File: src/rtl/mem_store_buffer.sv
// mem_store_buffer
// ----------------
// Word-granular store buffer placed in front of the data memory write port.
// Stores from the MEM stage are queued in a DEPTH-entry FIFO and drained to
// memory one per cycle whenever the port is not owned by a missing load.
// Loads that match a queued store are forwarded combinationally from the
// youngest matching entry.
//
// Handshake: a store transfers on a rising edge where st_valid && st_ready.
// st_ready comes only from the registered occupancy, so it never depends on
// st_valid or on a drain happening in the same cycle.
//
// Ports
//   clk, rst          clock, asynchronous active-high reset
//   st_valid/addr/data  store request from the pipeline (addr[1:0] ignored)
//   st_ready          buffer not full; low means the pipeline must stall
//   ld_valid/addr     load lookup from the pipeline (addr[1:0] ignored)
//   ld_hit, ld_data   forwarding result (ld_data is 0 when ld_hit is 0)
//   mem_we/addr/datain  write port to data memory (head entry)
//   empty             no stores pending
module mem_store_buffer #(
   parameter int DEPTH = 4
) (
   input  logic        clk,
   input  logic        rst,
   input  logic        st_valid,
   input  logic [31:0] st_addr,
   input  logic [31:0] st_data,
   output logic        st_ready,
   input  logic        ld_valid,
   input  logic [31:0] ld_addr,
   output logic        ld_hit,
   output logic [31:0] ld_data,
   output logic        mem_we,
   output logic [31:0] mem_addr,
   output logic [31:0] mem_datain,
   output logic        empty
);

   localparam int PW = $clog2(DEPTH);
   localparam logic [PW:0] FULL_CNT = (PW+1)'(DEPTH);

   logic [29:0]   addr_q [DEPTH];
   logic [31:0]   data_q [DEPTH];
   logic [PW-1:0] head_q, head_d;
   logic [PW-1:0] tail_q, tail_d;
   logic [PW:0]   count_q, count_d;

   logic          enq;
   logic          drain;
   logic          fwd_hit;
   logic [31:0]   fwd_data;
   logic [PW-1:0] scan_idx;

   // Byte-offset bits of the addresses are intentionally ignored.
   logic unused_addr_bits;
   assign unused_addr_bits = ^{st_addr[1:0], ld_addr[1:0]};

   assign st_ready = (count_q != FULL_CNT);
   assign empty    = (count_q == '0);
   assign enq      = st_valid & st_ready;

   // Walk entries from oldest (head) to youngest; a later match overwrites an
   // earlier one so the youngest matching store supplies the data. The entry
   // being drained this cycle is still occupied and therefore still visible.
   always_comb begin
      fwd_hit  = 1'b0;
      fwd_data = '0;
      scan_idx = '0;
      for (int i = 0; i < DEPTH; i++) begin
         scan_idx = head_q + PW'(i);
         if (((PW+1)'(i) < count_q) && (addr_q[scan_idx] == ld_addr[31:2])) begin
            fwd_hit  = 1'b1;
            fwd_data = data_q[scan_idx];
         end
      end
   end

   assign ld_hit  = ld_valid & fwd_hit;
   assign ld_data = ld_hit ? fwd_data : 32'h0;

   // A load that misses needs the memory port for its read, so it blocks the
   // drain for this cycle only.
   assign drain = (count_q != '0) & ~(ld_valid & ~ld_hit);

   assign mem_we     = drain;
   assign mem_addr   = {addr_q[head_q], 2'b00};
   assign mem_datain = data_q[head_q];

   always_comb begin
      head_d  = head_q;
      tail_d  = tail_q;
      count_d = count_q;
      if (drain) begin
         head_d = head_q + 1'b1;
      end
      if (enq) begin
         tail_d = tail_q + 1'b1;
      end
      count_d = count_q + {{PW{1'b0}}, enq} - {{PW{1'b0}}, drain};
   end

   always_ff @(posedge clk or posedge rst) begin
      if (rst) begin
         head_q  <= '0;
         tail_q  <= '0;
         count_q <= '0;
      end else begin
         head_q  <= head_d;
         tail_q  <= tail_d;
         count_q <= count_d;
      end
   end

   // Storage is reset as well so mem_addr/mem_datain read as zero after reset.
   always_ff @(posedge clk or posedge rst) begin
      if (rst) begin
         for (int i = 0; i < DEPTH; i++) begin
            addr_q[i] <= '0;
            data_q[i] <= '0;
         end
      end else if (enq) begin
         addr_q[tail_q] <= st_addr[31:2];
         data_q[tail_q] <= st_data;
      end
   end

endmodule

File: config.mk
export PLATFORM = sky130hd
export DESIGN_NAME = mem_store_buffer
export DESIGN_NICKNAME = d
export VERILOG_FILES = /design/src/rtl/mem_store_buffer.sv
export SDC_FILE = /design/constraint.sdc
export NUM_CORES = 1
export LEC_CHECK = 0
export ABC_AREA = 1
export ABC_CLOCK_PERIOD_IN_PS = 13500
export BUFFER_PORTS_ARGS = -buffer_cell sky130_fd_sc_hd__buf_2
export CAP_MARGIN = 25
export CORE_MARGIN = 1.5
export CORE_UTILIZATION = 45
export CTS_BUF_LIST = sky130_fd_sc_hd__clkbuf_4 sky130_fd_sc_hd__clkbuf_8
export DETAILED_ROUTE_END_ITERATION = 16
export HOLD_SLACK_MARGIN = 0.1
export PLACE_DENSITY = 0.7
export SLEW_MARGIN = 40
export SYNTH_ARGS = -nofsm -noshare
export SYNTH_HDL_FRONTEND = slang
export SYNTH_SLANG_ARGS = --single-unit
File: constraint.sdc
create_clock -name clk -period 13.5 [get_ports clk]
set_clock_uncertainty 0.2 [all_clocks]
set_input_delay 2.7 -clock clk [delete_from_list [all_inputs] [get_ports clk]]
set_output_delay 2.7 -clock clk [all_outputs]
set_load 0.01 [all_outputs]
==> flow_summary_export.csv, run 1 <==
group,metric,value,unit
power,leakage,11.15,nW
finish,nNetsFinal,3433,
sta,slew_viol_final,0,
floorplanning,die_h,211.4,um
global_routing,overflow,0,
detailed_routing,remaining_drc_errors,0,
sta,slew-limit-headroom,40.34,%
placed_design,hpwl,40440,um
placed_design,placed_area,20730,sq um
critical_path,crit_required,10600,ps
synthesis,synth_edf_count,0,
sta,tightest_slew,894.9,ps
sta,hold_viol,0,
synthesis,synthTopCellsByCount,"nand2_1 (1444), o21ai_0 (467), nand3_1 (327)",
detailed_routing,routed_wl,61710,um
min_path,worstHoldPathType,"reg -> reg",
synthesis,synth_top_area_share,32.66,%
floorplanning,design.core.area,42980,sq um
synthesis,ys_warn_count,0,
clock_network,hold_buffers,0,
synthesis,ys_seq_area_share,32.66,%
clock_network,cts_tree,"done",
finish,finalInstanceArea,21910,sq um
sta,fin_setup_tns,0,ps
placed_design,gp_congestion,0.9604,
synthesis,synth_area,19540,sq um
power,p_total,0.005831,W
floorplanning,die_area,44680,sq um
power,p_switching,0.003028,W
clock_network,htree_num_levels,2,
power,pwr-share-seq,24.2,%
critical_path,rr_startpoint,"head_q[0]",
floorplanning,ios,200,
sta,setup_violations,0,
critical_path,reg2reg_depth,24,
power,p_sw_share,51.93,%
power,ir_worst_vdd,0.1494,mV
power,p_comb_share,61.3,%
critical_path,worstSetupStartpoint,"head_q[0]",
detailed_routing,drt_iter0_markers,1668,
critical_path,crit_path_max_fanout,72,
clock_network,clockBufferDepth,3,
global_routing,grt_pass1_vias,18330,
placed_design,dp_slack,4840,ps
synthesis,synth_cell_types,24,
finish,drive_gt1_share,12.26,%
synthesis,synth.avg_cell_area,6.025,sq um
detailed_routing,wl_per_cell,15.63,um
placed_design,io_buffers,193,
floorplanning,rows,76,
clock_network,clk_pin_slew,60,ps
synthesis,yosys.cell_count.top_type,"nand2_1",
sta,final.period_utilization,67.55,%
detailed_routing,drt-vias-per-instance,5.156,
run_status,status,"completed",
clock_network,postCtsResizedCells,0,
synthesis,synthTopCellsByArea,"dfrtp_1 (33%), nand2_1 (28%), o21ai_0 (12%), nand3_1 (8.4%), inv_1 (6.2%)",
floorplanning,start_util,45.46,%
min_path,whs_path_depth,1,
min_path,worstHoldStart,"data_q[84]",
detailed_routing,detail-route-antenna-nets,0,
sta,fmax,109.7,MHz
critical_path,end_kind,"output port",
floorplanning,die-width,211.4,um
power,clockPowerShare,14.5,%
clock_network,post_cts_buffers,0,
global_routing,grt_pass1_wl,97090,um
global_routing,antenna_found_initial,7,
synthesis,ys_ff_latch,255,
sta,fin_crit,9119,ps
global_routing,grt_max_degree,138,
finish,area_growth,12.15,%
synthesis,synth_top_area_cell,"dfrtp_1",
sta,rsz0062_at_grt,"false",
finish,utilization,50.98,%
power,p_int,0.002803,W
clock_network,ctsRootBufferMaster,"clkbuf_8",
detailed_routing,vias,20360,
detailed_routing,drtPass1Iterations,6,
critical_path,start_kind,"flip-flop",
global_routing,grt_usage,27.63,%
synthesis,synth_cells,3243,
clock_network,clk_latency,640,ps
clock_network,clkSinkCount,255,
critical_path,crit_arrival,6220,ps
flow_run,maxCapViolCount,0,
power,powerDensity,266.1,nW/um^2
critical_path,worstSetupPathType,"reg -> out",
sta,layout_setup_ws,4381,ps
clock_network,cts_buffers,49,
synthesis,ys_async_sr_fraction,100.0,%
synthesis,ys.flop_type,"dfrtp_1",
-- stage by stage --
step | instances | hold slack, ps
final | 3949 | 326.7
after global routing | 3948 | 350.1
after CTS | 3943 | 327.8
after detailed placement | 3855 | 315.3
after global placement | 3850 | 308.8
after floorplan | 3244 | 298.2
-- layout make-up --
type,instances,area [sq um]
fill,4595,21070
multi-input combinational,2472,11150
sequential,255,6389
timing repair buffer,220,1324
inverter,326,1241
clock buffer,80,1020
tap,585,732.0
clock inverter,8,53.80
antenna,3,7.507
-- cells in the final DEF (no fill, tap or decap), types with 3 or more instances in the layout --
master,netlist,final
a21oi_1,35,35
buf_16,0,4
buf_2,53,193
buf_4,10,9
buf_6,4,9
buf_8,0,3
clkbuf_4,0,13
clkbuf_8,0,68
clkinv_2,0,6
dfrtp_1,255,253
diode_2,0,3
ha_1,8,8
inv_1,321,320
inv_2,5,3
mux2_2,86,86
nand2_1,1444,1442
nand3_1,327,327
nor2_1,90,86
nor2_4,1,7
o21ai_0,467,467
o21ai_1,4,4
-- registers in the layout, summed over array words and instances, names as in the netlist --
name and flops:
count_q 3, head_q 2, addr_q 120, data_q 128, tail_q 2
-- metal layers --
layer	GRT usage (%)	up-vias	wire length (um)
li1	-	10390	-
met1	36.22	9128	26470
met2	44.15	733	27810
met3	6.690	109	5573
met4	10.20	8	1819
met5	0	-	42
-- power by group through the flow --
stage                     clock [W]  combinational (W)  sequential [W]
final                      0.000846            0.00357         0.00141
after CTS                  0.000866            0.00350         0.00143
after global placement            0            0.00343         0.00143
after detailed placement          0            0.00348         0.00143
after global routing       0.000897            0.00409         0.00146
after floorplan                   0            0.00268         0.00133
-- final timing paths --
path	to	slack (ps)
setup / recovery	ld_data[3]	4380
hold / removal	data_q[84]	330
setup reg to reg	count_q[2]	7190
hold reg to reg	data_q[84]	330
max in group asynchronous	head_q[1]	10000
min in group asynchronous	data_q[38]	1930
-- cell families after synthesis --
kind of cell    after synthesis  share of synthesized area (%)
mux                          86                          4.956
xor+xnor                      2                        0.08966
flops                       255                          32.66
fa+ha+maj                     9                         0.6147
buf+inv                     517                          10.62
other cells                   1                        0.01919
simple gates               1866                          38.05
compound gates              507                          13.00
-- worst max-delay path, cell delays in order (launching register included) --
cell and delay, ps:
dfrtp_4 610, inv_4 550, buf_4 690, nand2_1 140
nand2_2 250, buf_4 620, nand2_1 110, nand3_1 230
nand2_1 110, nor2_1 110, nand2_1 60, nor2_1 150
nand2_1 110, nor2_4 100, buf_4 450, nor2_1 180
nand2_4 420, nand3_1 140, a21oi_1 250, buf_2 190
(Power assumes the default switching activity.)
==> run 2, diff against run 1 <==
--- a/config.mk
+++ b/config.mk
@@ -6,7 +6,7 @@
 export NUM_CORES = 1
 export LEC_CHECK = 0
 export ABC_AREA = 1
-export ABC_CLOCK_PERIOD_IN_PS = 13500
+export ABC_CLOCK_PERIOD_IN_PS = 7800
 export BUFFER_PORTS_ARGS = -buffer_cell sky130_fd_sc_hd__buf_2
 export CAP_MARGIN = 25
 export CORE_MARGIN = 1.5
@@ -14,7 +14,7 @@
 export CTS_BUF_LIST = sky130_fd_sc_hd__clkbuf_4 sky130_fd_sc_hd__clkbuf_8
 export DETAILED_ROUTE_END_ITERATION = 16
 export HOLD_SLACK_MARGIN = 0.1
-export PLACE_DENSITY = 0.7
+export PLACE_DENSITY = 0.72
 export SLEW_MARGIN = 40
 export SYNTH_ARGS = -nofsm -noshare
 export SYNTH_HDL_FRONTEND = slang
==> constraint.sdc (replaced) <==
create_clock -name clk -period 7.8 [get_ports clk]
set_clock_uncertainty 0.2 [all_clocks]
set_input_delay 1.56 -clock clk [delete_from_list [all_inputs] [get_ports clk]]
set_output_delay 1.56 -clock clk [all_outputs]
set_load 0.01 [all_outputs]
==> flow_summary_export.csv, run 2 (synthesis results as in run 1) <==
group,metric,value,unit
power,ir_worst_vdd,0.2335,mV
power,leakage,11.16,nW
finish,reg.largest.list,"data_q: 128 flops, addr_q: 120 flops, count_q: 3 flops",
run_status,status,"completed",
finish,largest-register,"data_q",
clock_network,clk_pin_slew,60,ps
sta,fin_crit,6658,ps
clock_network,clkSinkCount,255,
floorplanning,die_area,44680,sq um
detailed_routing,detail-route-antenna-nets,0,
critical_path,worstSetupPathType,"reg -> out",
detailed_routing,drt-vias-per-instance,5.180,
floorplanning,rows,76,
finish,largest_reg_flops,128,
floorplanning,start_util,45.46,%
min_path,whs_path_depth,1,
critical_path,start_kind,"flip-flop",
clock_network,htree_num_levels,2,
clock_network,post_cts_buffers,0,
clock_network,postCtsResizedCells,0,
detailed_routing,remaining_drc_errors,0,
critical_path,reg2reg_depth,24,
critical_path,crit_arrival,4900,ps
clock_network,ctsRootBufferMaster,"clkbuf_8",
flow_run,maxCapViolCount,0,
critical_path,crit_path_max_fanout,74,
sta,final.period_utilization,85.36,%
clock_network,cts_tree,"done",
sta,layout_setup_ws,1142,ps
placed_design,dp_slack,1903,ps
placed_design,hpwl,40630,um
floorplanning,ios,200,
sta,setup_violations,0,
finish,nNetsFinal,3438,
detailed_routing,vias,20500,
detailed_routing,routed_wl,61590,um
clock_network,clk_latency,670,ps
sta,tightest_slew,856.8,ps
detailed_routing,drtPass1Iterations,11,
placed_design,gp_congestion,0.9888,
sta,slew_viol_final,0,
global_routing,grt_max_degree,155,
finish,final_cell_mix,"nand2_1 (1442), o21ai_0 (467), nand3_1 (327)",
min_path,worstHoldPathType,"reg -> reg",
global_routing,antenna_found_initial,6,
sta,slew-limit-headroom,42.88,%
floorplanning,die-width,211.4,um
floorplanning,die_h,211.4,um
clock_network,clockBufferDepth,3,
global_routing,grt_usage,27.54,%
global_routing,grt_pass1_wl,97280,um
floorplanning,design.core.area,42980,sq um
critical_path,crit_required,6040,ps
global_routing,grt_pass1_vias,18130,
finish,drive_gt1_share,12.44,%
detailed_routing,drt_iter0_markers,1981,
sta,fmax,150.2,MHz
sta,hold_viol,0,
critical_path,end_kind,"output port",
detailed_routing,wl_per_cell,15.56,um
clock_network,cts_buffers,49,
sta,rsz0062_at_grt,"false",
finish,final_common_cell,"nand2_1",
power,powerDensity,462.3,nW/um^2
finish,area_growth,12.22,%
finish,nFillCells,4525,
placed_design,io_buffers,193,
sta,fin_setup_tns,0,ps
global_routing,overflow,0,
critical_path,regToRegSetupSlack,2810,ps
clock_network,hold_buffers,0,
[run 2: cell count changes in the layout (fill, tap and decap cells not counted)]
cell	delta
buf_12	+3
clkinvlp_4	+1
clkbuf_4	+8
buf_8	-1
inv_8	+1
diode_2	+2
clkbuf_8	-9
nor2_2	+1
buf_6	-4
buf_4	+8
nor2_4	-1
[run 2: power breakdown]
group	internal (W)	leakage, nW	switching, W
clock	0.000793	0.565	0.000653
sequential	0.00199	3.09	0.000497
combinational	0.00206	7.51	0.00414
total	0.00484	11.2	0.00529
[run 2: critical path, cell delays in order, from the launching register on]
cell and delay (ps):
dfrtp_4 780, inv_2 140, buf_4 320, nand2_1 110
nand2_2 80, buf_4 610, nand2_1 150, nand3_1 190
nand2_1 90, nor2_1 90, nand2_1 60, nor2_1 130
nand2_1 70, nor2_2 190, buf_4 450, nand2_1 90
nand2_1 90, nand2_1 50, a21oi_1 250, buf_2 180
[run 2: metal layers]
layer | track usage, % | vias to the layer above | share of wire [%]
met3 | 5.949 | 98 | 8.5
met2 | 44.56 | 719 | 46
met4 | 8.498 | 6 | 2.4
met5 | 0 | - | 0.070
met1 | 36.74 | 9279 | 43
li1 | - | 10400 | -
[run 2: through the flow]
stage          total power (W)  util, %  instance area (sq um)  hold slack [ps]  cells
5_1_grt                0.01119    51.00                  21920            337.6   3955
6_report               0.01014    51.02                  21930            325.6   3958
3_3_place_gp          0.008430    48.06                  20650            309.7   3855
3_5_place_dp          0.008573    48.32                  20770            314.6   3860
4_1_cts                0.01006    50.77                  21820            328.0   3950
2_1_floorplan         0.006950        -                  19550            298.2   3244
[run 2: area by class of cell]
| cell class | count | area, sq um | area share, % |
|---|---|---|---|
| clock buffers | 80 | 969.7 | 4.422 |
| repair buffers | 225 | 1370 | 6.248 |
| inverters | 326 | 1232 | 5.620 |
| flip-flops and latches | 255 | 6389 | 29.13 |
| clock inverters | 10 | 81.33 | 0.3709 |
| multi-input cells | 2472 | 11140 | 50.81 |
| well taps | 585 | 732.0 | 3.338 |
| diodes | 5 | 12.51 | 0.05706 |
[run 2: worst paths after layout]
check                           start           to
min                        data_q[73]   data_q[73]
max in group asynchronous         rst   data_q[23]
max                         head_q[1]   ld_data[4]
min reg2reg                data_q[73]   data_q[73]
min in group asynchronous         rst  addr_q[107]
max reg2reg                 head_q[1]   count_q[2]
